### config.mk
export PLATFORM = sky130hd
export DESIGN_NAME = sfifo_mp
export DESIGN_NICKNAME = d
export VERILOG_FILES = /design/src/rtl/sfifo_mp.sv
export SDC_FILE = /design/constraint.sdc
export NUM_CORES = 1
export LEC_CHECK = 0
export CAP_MARGIN = 20
export CORE_MARGIN = 1
export CORE_UTILIZATION = 45
export DETAILED_ROUTE_END_ITERATION = 8
export SLEW_MARGIN = 20
export SYNTH_ARGS = -nofsm -noshare
export SYNTH_HDL_FRONTEND = slang
export SYNTH_SLANG_ARGS = --single-unit
### constraint.sdc
create_clock -name i_clk -period 8 [get_ports i_clk]
set_input_delay 0.8 -clock i_clk [delete_from_list [all_inputs] [get_ports i_clk]]
set_output_delay 0.8 -clock i_clk [all_outputs]
set_load 0.01 [all_outputs]
### src/rtl/sfifo_mp.sv
// sfifo_mp: circular FIFO with two write lanes and two read lanes, occupancy count, watermark and flush.
// Define SFIFO_MP_ERR_EN to enable the sticky protocol-error flag o_err.
module sfifo_mp #(
  parameter int FW       = 64,
  parameter int DW       = 8,
  parameter int AF_LEVEL = FW - 2
) (
  input  logic            i_clk,
  input  logic            i_reset,
  input  logic            i_flush,
  input  logic [1:0]      i_wr_en,
  input  logic [2*DW-1:0] i_wr_data,
  output logic            o_wr_rdy,
  input  logic [1:0]      i_rd,
  output logic [1:0]      o_rd_valid,
  output logic [2*DW-1:0] o_rd_data,
  output logic [$clog2(FW):0] o_count,
  output logic            o_empty,
  output logic            o_full,
  output logic            o_afull,
  output logic            o_err
);
  localparam int AW = $clog2(FW);
  logic [AW:0]    rd_ptr, wr_ptr, free;
  logic [AW-1:0]  wa0, wa1, ra0, ra1;
  logic [1:0]     nw, nr;
  logic           wr_acc, pop0, pop1;
  logic [DW-1:0]  mem [FW];
  assign o_count    = wr_ptr - rd_ptr;
  assign free       = (AW+1)'(FW) - o_count;
  assign nw         = {1'b0, i_wr_en[0]} + {1'b0, i_wr_en[1]};
  // Space is judged on pre-read occupancy; same-cycle pops never make room.
  assign o_wr_rdy   = free >= (AW+1)'(nw);
  assign wr_acc     = o_wr_rdy && |i_wr_en && !i_flush;
  assign o_rd_valid = {o_count >= (AW+1)'(2), o_count != '0};
  assign pop0       = i_rd[0] && o_rd_valid[0];
  assign pop1       = &i_rd && o_rd_valid[1];
  assign nr         = {1'b0, pop0} + {1'b0, pop1};
  assign o_empty    = o_count == '0;
  assign o_full     = o_count == (AW+1)'(FW);
  assign o_afull    = o_count >= (AW+1)'(AF_LEVEL);
  assign wa0        = wr_ptr[AW-1:0];
  assign wa1        = wa0 + AW'(1);
  assign ra0        = rd_ptr[AW-1:0];
  assign ra1        = ra0 + AW'(1);
  assign o_rd_data  = {mem[ra1], mem[ra0]};
  always_ff @(posedge i_clk or posedge i_reset)
    if (i_reset) begin
      rd_ptr <= '0;
      wr_ptr <= '0;
    end else if (i_flush) rd_ptr <= wr_ptr;
    else begin
      rd_ptr <= rd_ptr + (AW+1)'(nr);
      if (wr_acc) wr_ptr <= wr_ptr + (AW+1)'(nw);
    end
  // Accepted lanes are compacted: a lone lane 1 write lands at wr_ptr.
  always_ff @(posedge i_clk)
    if (wr_acc) begin
      mem[wa0] <= i_wr_en[0] ? i_wr_data[DW-1:0] : i_wr_data[2*DW-1:DW];
      if (&i_wr_en) mem[wa1] <= i_wr_data[2*DW-1:DW];
    end
`ifdef SFIFO_MP_ERR_EN
  logic err;
  always_ff @(posedge i_clk or posedge i_reset)
    if (i_reset) err <= 1'b0;
    else if ((|i_wr_en && !o_wr_rdy) || (i_rd[1] && !i_rd[0]) || |(i_rd & ~o_rd_valid)) err <= 1'b1;
  assign o_err = err;
`else
  assign o_err = 1'b0;
`endif
endmodule
# --- After elaboration in Yosys (flattened, before gate mapping) ---
# Memory sizes are Yosys's and may differ from the RTL's.
# Cells that the tools add are included.
totals:
  reg_bits: 14
  ramBits: 512
  input_bits: 23
  output_inout_bits: 30
  word_cells: 34
  n_memories: 1
classes:
  n_addsub: 8
  n_lt_le_gt_ge: 3
  n_eq_ne: 1
  n_mux: 7
  bitwise: 1
  reduce_logical: 11
mem_list:
  columns: ["name", "words", "width", "rd", "rd_ports_with_merged_regs", "wr", "line_no", "rtl"]
  rows:
  - ["mem", 64, 8, 2, 0, 2, "28", "logic [DW-1:0] mem [FW];"]
op_table:
  columns: ["op", "n"]
  rows:
  - ["7-bit by 2-bit adder with 7-bit output", 2]
  - ["6-bit by 1-bit adder with 6-bit output, second input constant", 2]
  - ["8-bit 2-to-1 mux", 1]
  - ["7-bit == test, second input constant", 1]
  - ["7-bit by 2-bit greater-or-equal comparator with 1-bit output", 1]
  - ["7-bit by 2-bit greater-or-equal comparator with 1-bit output, second input constant", 1]
  - ["7-bit by 6-bit greater-or-equal comparator with 1-bit output, second input constant", 1]
  - ["7-bit logical NOT", 1]
  - ["7-bit 2-to-1 mux", 1]
  - ["7-bit nonzero test", 1]
  - ["7-bit subtractor", 1]
  - ["7-bit subtractor, first input constant", 1]
  - ["2-bit AND reduction", 3]
  - ["1-bit 2-to-1 mux", 5]
  - ["1-bit by 1-bit adder with 2-bit output", 2]
  - ["1-bit logical AND", 4]
  - ["2-bit OR reduction", 1]
  - ["1-bit logical NOT", 1]
  - ["1-bit inverter", 1]

# --- Depth between registers and ports, before layout ---
# Gate-level depths: netlist (run 1).
logic_depth:
  ltp_word: 7
  ltp_mapped: 18
  ltp_nobuf: 15

# --- Least setup slack after synthesis (run 1) ---
# OpenSTA, ideal clock, no wires.
synth_path:
  path_type: "register to register"
  startpoint: "register rd_ptr[1]"
  endpoint: "memory mem[25][0], enable pin"
  setup_ps: 398
  arrival_ps: 4703
  t_required_ps: 7602
  setup_slack_ps: 2899
  stages_incl_launch_ff: 16
  n_path_buf: 6
  synth_period_minus_slack_ps: 5101
  path_cell_list: "dfrtp_1 -> clkbuf_1 -> clkbuf_1 -> clkbuf_1 -> inv_1 -> fa_1 -> and3_1 -> or3_4 -> a221oi_2 -> and4_1 -> clkbuf_1 -> a2111o_1 -> buf_2 -> buf_6 -> nand2_1 -> o41ai_1"
synth_rtl:
  columns: ["element", "line_no", "rtl"]
  rows:
  - ["from (decl)", "24", "logic [AW:0] rd_ptr, wr_ptr, free;"]
  - ["from (signal assigned)", "51", "end else if (i_flush) rd_ptr <= wr_ptr;"]
  - ["from (signal assigned)", "53", "rd_ptr <= rd_ptr + (AW+1)'(nr);"]
  - ["to (decl)", "28", null]

# --- Worst setup path after layout (run 1) ---
layout_path:
  startpoint: "register rd_ptr[0]"
  endpoint: "output port o_rd_data[5]"
layout_via:
  elab_chain_len: 1
layout_rtl:
  columns: ["element", "line_no", "rtl"]
  rows:
  - ["memory 64 x 8 bit", null, null]
  - ["to (decl)", "16", "output logic [2*DW-1:0] o_rd_data,"]
# Every way passes these cells.

==> results.cfg, run 1 <==
[clock_network]
numCtsBuffers = 59
cts_sinks = 526
clockBufferDepth = 3
hold_buffers = 0
clkLatencyLatePin_ns = 0.64
cts_tree = yes
cts-resized-gates = 0
htree_levels = 2
clkTransAtPathRegs_ns = 0.06
cts_setup_buffers = 0
root_buffer = clkbuf_16

[logic_synthesis]
synth_fp_nets = 2043
synth-edff-count = 512
ys_warn_count = 0
synth_top_area_frac = 0.4647
yosys-top-cells-area = edfxtp_1 (46%), mux4_2 (23%), mux2_2 (15%)
async_flop_share = 0.02662
ys_seq_elements = 526
netlist_instances = 2000
synthesis.area_um2 = 33090
synth_ff_type = edfxtp_1
ys_seq_area_frac = 0.4753
yosysTopAreaCell = edfxtp_1
avgSynthCellArea_um2 = 16.54
synth_cell_types = 63

[timing]
layout_setup_ws_ns = 1.723
finalSetupViolations = 0
finalCritPeriodShare = 0.7846
clock.fmax_ghz = 0.1593
maxSlewViolCount = 0
worstMarginPinSlew_ns = 1.198
clock_skew_ns = 0.03367
hold_viol = 0
min_period_ns = 6.277
fin_tns_setup_ns = 0
relSlewSlack = 0.2013
rsz0062_at_grt = false

[floorplan]
initial_core_util = 0.4543
die_height_um = 273.2
num_rows = 99
ios = 53
core_um2 = 72830
die-area_um2 = 74610
die_width_um = 273.2

[critical_path]
timing.rr.end = mem[48][6]
critPathKind = reg2out
cp-start-kind = flip-flop
cp_data_required_time_ns = 7.20
end_kind = output port
path_max_fanout = 62
reg2reg_depth = 13
r2r_setup_slack_ns = 2.24
worstPathArrival_ns = 5.48
reg2reg_from = wr_ptr[0]

[grt]
grt_pass1_vias = 20074
antenna_found_initial = 7
grt_first_pass_wirelength_mm = 154.1
grt_overflow_total = 0
grt_usage = 0.2910
grt_max_degree = 69

[route]
vias = 20366
routedWlPerCell_um = 36.87
postRouteAntennaNets = 0
vias_per_cell = 6.970
drc = 0
drtPass1Iterations = 5
routed_wl_mm = 107.7
drt_iter0_markers = 2517

[min_path]
hold_path_startpoint = wr_ptr[6]
hp-class = reg2reg
holdPathEnd = wr_ptr[6]
holdPathStages = 1

[place]
port_buffers = 51
dpl_cell_area_um2 = 34220
pre_cts_slack_ns = 2.150
dpl.hpwl_mm = 68.37
place.gp.congestion = 0.8994

[power_and_ir_drop]
power_mw = 13.50
p_leak_nw = 11.26
ir_worst_vdd_mv = 0.3443
powerDensity_nw_per_um2 = 374.3

[layout]
syn_to_final_growth_pct = 8.993
layout_common_cells = edfxtp_1 (512), mux2_2 (443), mux4_2 (336)
fill_cells = 6031
drive_gt1_frac = 0.5082
final_cell_area_um2 = 36060
final_common_cell = edfxtp_1
num-nets-final = 1957

[outcome]
outcome = finished clean

[job]
max_cap_violations = 0
-- cells in the mapped netlist (7+ instances only) --
master,instances
ha_1,17
o31ai_1,11
mux2_1,64
nand3_1,25
nand2_1,35
mux2_2,435
nor3_4,7
buf_2,34
clkbuf_1,177
nor3_1,11
xnor2_1,12
nor2_1,16
buf_1,35
dfrtp_1,14
and3_1,37
xor2_1,7
inv_1,19
nor4_4,12
o21bai_1,53
mux4_2,336
nor3_2,9
mux2_4,24
o21ai_0,7
edfxtp_1,512
-- worst max-delay path, stage by stage (launching register included) --
cell             delay, ns
dfrtp_4               0.69
buf_4                 0.83
buf_4                 0.88
mux4_2                0.65
mux4_2                0.62
mux4_2                0.53
clkdlybuf4s50_1       0.50
-- registers in the layout, indices dropped and copies added (netlist names) --
| name | count |
|---|---|
| rd_ptr | 7 |
| mem | 512 |
| wr_ptr | 7 |
-- kinds of logic (layout without fill, tap and decap cells) --
kind of cell | Yosys count | count (layout) | synth area share
AO/OA/AOI/OAI | 102 | 102 | 0.02330
XOR/XNOR | 19 | 19 | 0.005030
adder cells (fa/ha/maj) | 20 | 20 | 0.008244
buffers and inverters | 274 | 234 | 0.03407
flip-flops | 526 | 526 | 0.4753
multiplexers | 861 | 861 | 0.4101
other | 1 | 4 | 0.0001133
AND/OR/NAND/NOR | 197 | 197 | 0.04391
-- per-layer routing --
metal | global-route usage | wire, um | vias to the layer above
met5 | 0 | 41 | -
met4 | 0.09086 | 3809 | 6
met3 | 0.05193 | 8993 | 208
met2 | 0.4677 | 51450 | 1096
met1 | 0.4023 | 43440 | 10968
li1 | - | - | 8088
-- metrics by stage --
stage / std cells / utilization / hold WS (ns)
6_report: 2922 / 0.4951 / 0.5220
2_1_floorplan: 2000 / - / 0.4804
3_5_place_dp: 2812 / 0.4698 / 0.5121
4_1_cts: 2919 / 0.4949 / 0.5189
3_3_place_gp: 2812 / 0.4694 / 0.5095
5_1_grt: 2919 / 0.4950 / 0.5431
-- where the power goes --
group / leakage, nW / total (mW) / internal, mW / switching (mW)
logic: 5.59 / 7.48 / 3.39 / 4.09
clock network: 0.893 / 2.66 / 1.51 / 1.15
registers: 4.78 / 3.36 / 3.18 / 0.178
-- how the worst max path moves through the flow --
stage	startpoint	to	slack, ns	cells past startpoint
after floorplan	rd_ptr[1]	mem[25][0]	2.90	15
after global placement	i_wr_en[0]	mem[5][6]	2.19	12
after detailed placement	i_wr_en[0]	mem[6][6]	2.15	12
after CTS	rd_ptr[0]	o_rd_data[6]	1.70	6
after global routing	rd_ptr[0]	o_rd_data[6]	1.51	6
final	rd_ptr[0]	o_rd_data[5]	1.72	6
-- layout make-up --
cell class,count,area (um2),area share
Antenna cell,3,7.507,0.0002082
Clock buffer,73,1572,0.04358
Clock inverter,34,259.0,0.007182
Inverter,20,75.07,0.002082
Multi-Input combinational cell,1200,16310,0.4522
Sequential cell,526,15730,0.4363
Tap cell,959,1200,0.03327
Timing Repair Buffer,107,907.1,0.02516
Note: power is estimated with default switching activity, not from simulation.
==> run 2, diff against run 1 <==
Clock period 8 ns to 5.97 ns, I/O delays scaled along.
==> results.cfg, run 2 (same netlist as run 1, synthesis figures left out) <==
[route]
drtPass1Iterations = 5
vias = 20625
routedWlPerCell_um = 37.44
drc = 0
vias_per_cell = 7.013
postRouteAntennaNets = 0
routed_wl_mm = 110.1
drt_iter0_markers = 2679

[layout]
final_common_cell = edfxtp_1
regArea_um2 = 15730
largest_reg_flops = 512
utilization = 0.4988
fill_cells = 5994
drive_gt1_frac = 0.5157
layout_common_cells = edfxtp_1 (512), mux2_2 (441), mux4_2 (336)
multiInputGateArea_um2 = 16290
largest_registers = mem (512), rd_ptr (7), wr_ptr (7)
final_cells = 2941
final_cell_area_um2 = 36330
num-nets-final = 1979
largest-register = mem
syn_to_final_growth_pct = 9.817

[timing]
clock.fmax_ghz = 0.1831
maxSlewViolCount = 0
finalCritPeriodShare = 0.9151
relSlewSlack = 0.1804
min_period_ns = 5.463
finalSetupViolations = 0
worstMarginPinSlew_ns = 1.229
fin_tns_setup_ns = 0
hold_viol = 0
rsz0062_at_grt = false
hold_ws_ns = 0.3548
clock_skew_ns = 0.02092

[clock_network]
cts_setup_buffers = 0
clockBufferDepth = 3
cts-resized-gates = 0
clkTransAtPathRegs_ns = 0.06
cts_tree = yes
numCtsBuffers = 57
hold_buffers = 0
root_buffer = clkbuf_16
htree_levels = 2
clkLatencyLatePin_ns = 0.64
cts_sinks = 526

[critical_path]
cp_data_required_time_ns = 6.24
path_max_fanout = 18
reg2reg_depth = 12
end_kind = flip-flop
worstPathArrival_ns = 5.73
cp-start-kind = flip-flop
critPathKind = reg2reg

[grt]
antenna_found_initial = 5
grt_overflow_total = 0
grt_max_degree = 134
grt_pass1_vias = 20186
grt_usage = 0.2965
grt_first_pass_wirelength_mm = 156.9

[power_and_ir_drop]
seqPwrFrac = 0.240
pwr-share-clk = 0.198
ir_worst_vdd_mv = 0.5893
internal-power_mw = 10.96
p_comb_frac = 0.563
powerDensity_nw_per_um2 = 504.5
p_leak_nw = 11.41
p_sw_frac = 0.4021
power.switching_mw = 7.370

[place]
port_buffers = 51
dpl_cell_area_um2 = 34460
dp.cells = 2836
place.gp.congestion = 0.9205
dpl.hpwl_mm = 70.78

[job]
max_cap_violations = 0

[floorplan]
die_width_um = 273.2
num_rows = 99
initial_core_util = 0.4543
die-area_um2 = 74610
ios = 53
die_height_um = 273.2
core_um2 = 72830

[min_path]
hp-class = in2async

[outcome]
outcome = finished clean
[run 2: path summary, 6_finish.rpt]
kind / start / to / slack, ns
setup / recovery: wr_ptr[0] / mem[54][0] / 0.51
hold / removal: i_reset / rd_ptr[1] / 0.35
min in group i_clk: wr_ptr[6] / wr_ptr[6] / 0.53
hold reg to reg: wr_ptr[6] / wr_ptr[6] / 0.53
max in group asynchronous: i_reset / rd_ptr[0] / 5.14
setup reg to reg: wr_ptr[0] / mem[54][0] / 0.51
[run 2: layout make-up]
class | instances | share of cell area
diodes | 2 | 0.0001377
multi-input cells | 1200 | 0.4484
clock inverters | 36 | 0.01023
inverters | 20 | 0.002066
clock buffers | 67 | 0.04088
repair buffers | 131 | 0.03223
well taps | 959 | 0.03302
flip-flops and latches | 526 | 0.4330
[run 2: metal layers]
layer	routed length (um)	part of all wire	global-route usage
met1	43320	0.39	0.4062
met5	55	0.00050	0
met2	52790	0.48	0.4761
met4	3995	0.036	0.09630
met3	9949	0.090	0.05641
[run 2: stage by stage]
step / setup slack (ns) / total power [mW]
global placement: 0.7946 / 14.62
finish: 0.5071 / 18.33
detailed placement: 0.6289 / 14.66
floorplan: 0.8686 / 10.82
CTS: 0.6012 / 18.28
global route: 0.3008 / 18.81
[run 2: worst max-delay path: stages (launching register included)]
cell      delay (ns)
dfrtp_1         0.49
inv_1           0.23
ha_1            0.23
inv_1           0.07
fa_1            0.39
and3_1          0.19
o21a_1          0.18
or4_1           0.38
and3_1          0.24
a31oi_1         0.40
a2111o_1        0.69
nand4_1         0.61
o21bai_1        0.96
[run 2: power by group through the flow]
stage	Sequential [mW]	Clock (mW)	Combinational, mW
after global placement	4.46	0	10.2
final	4.39	3.62	10.3
after detailed placement	4.47	0	10.2
after global routing	4.40	3.77	10.6
after floorplan	4.39	0	6.44
after CTS	4.39	3.66	10.2
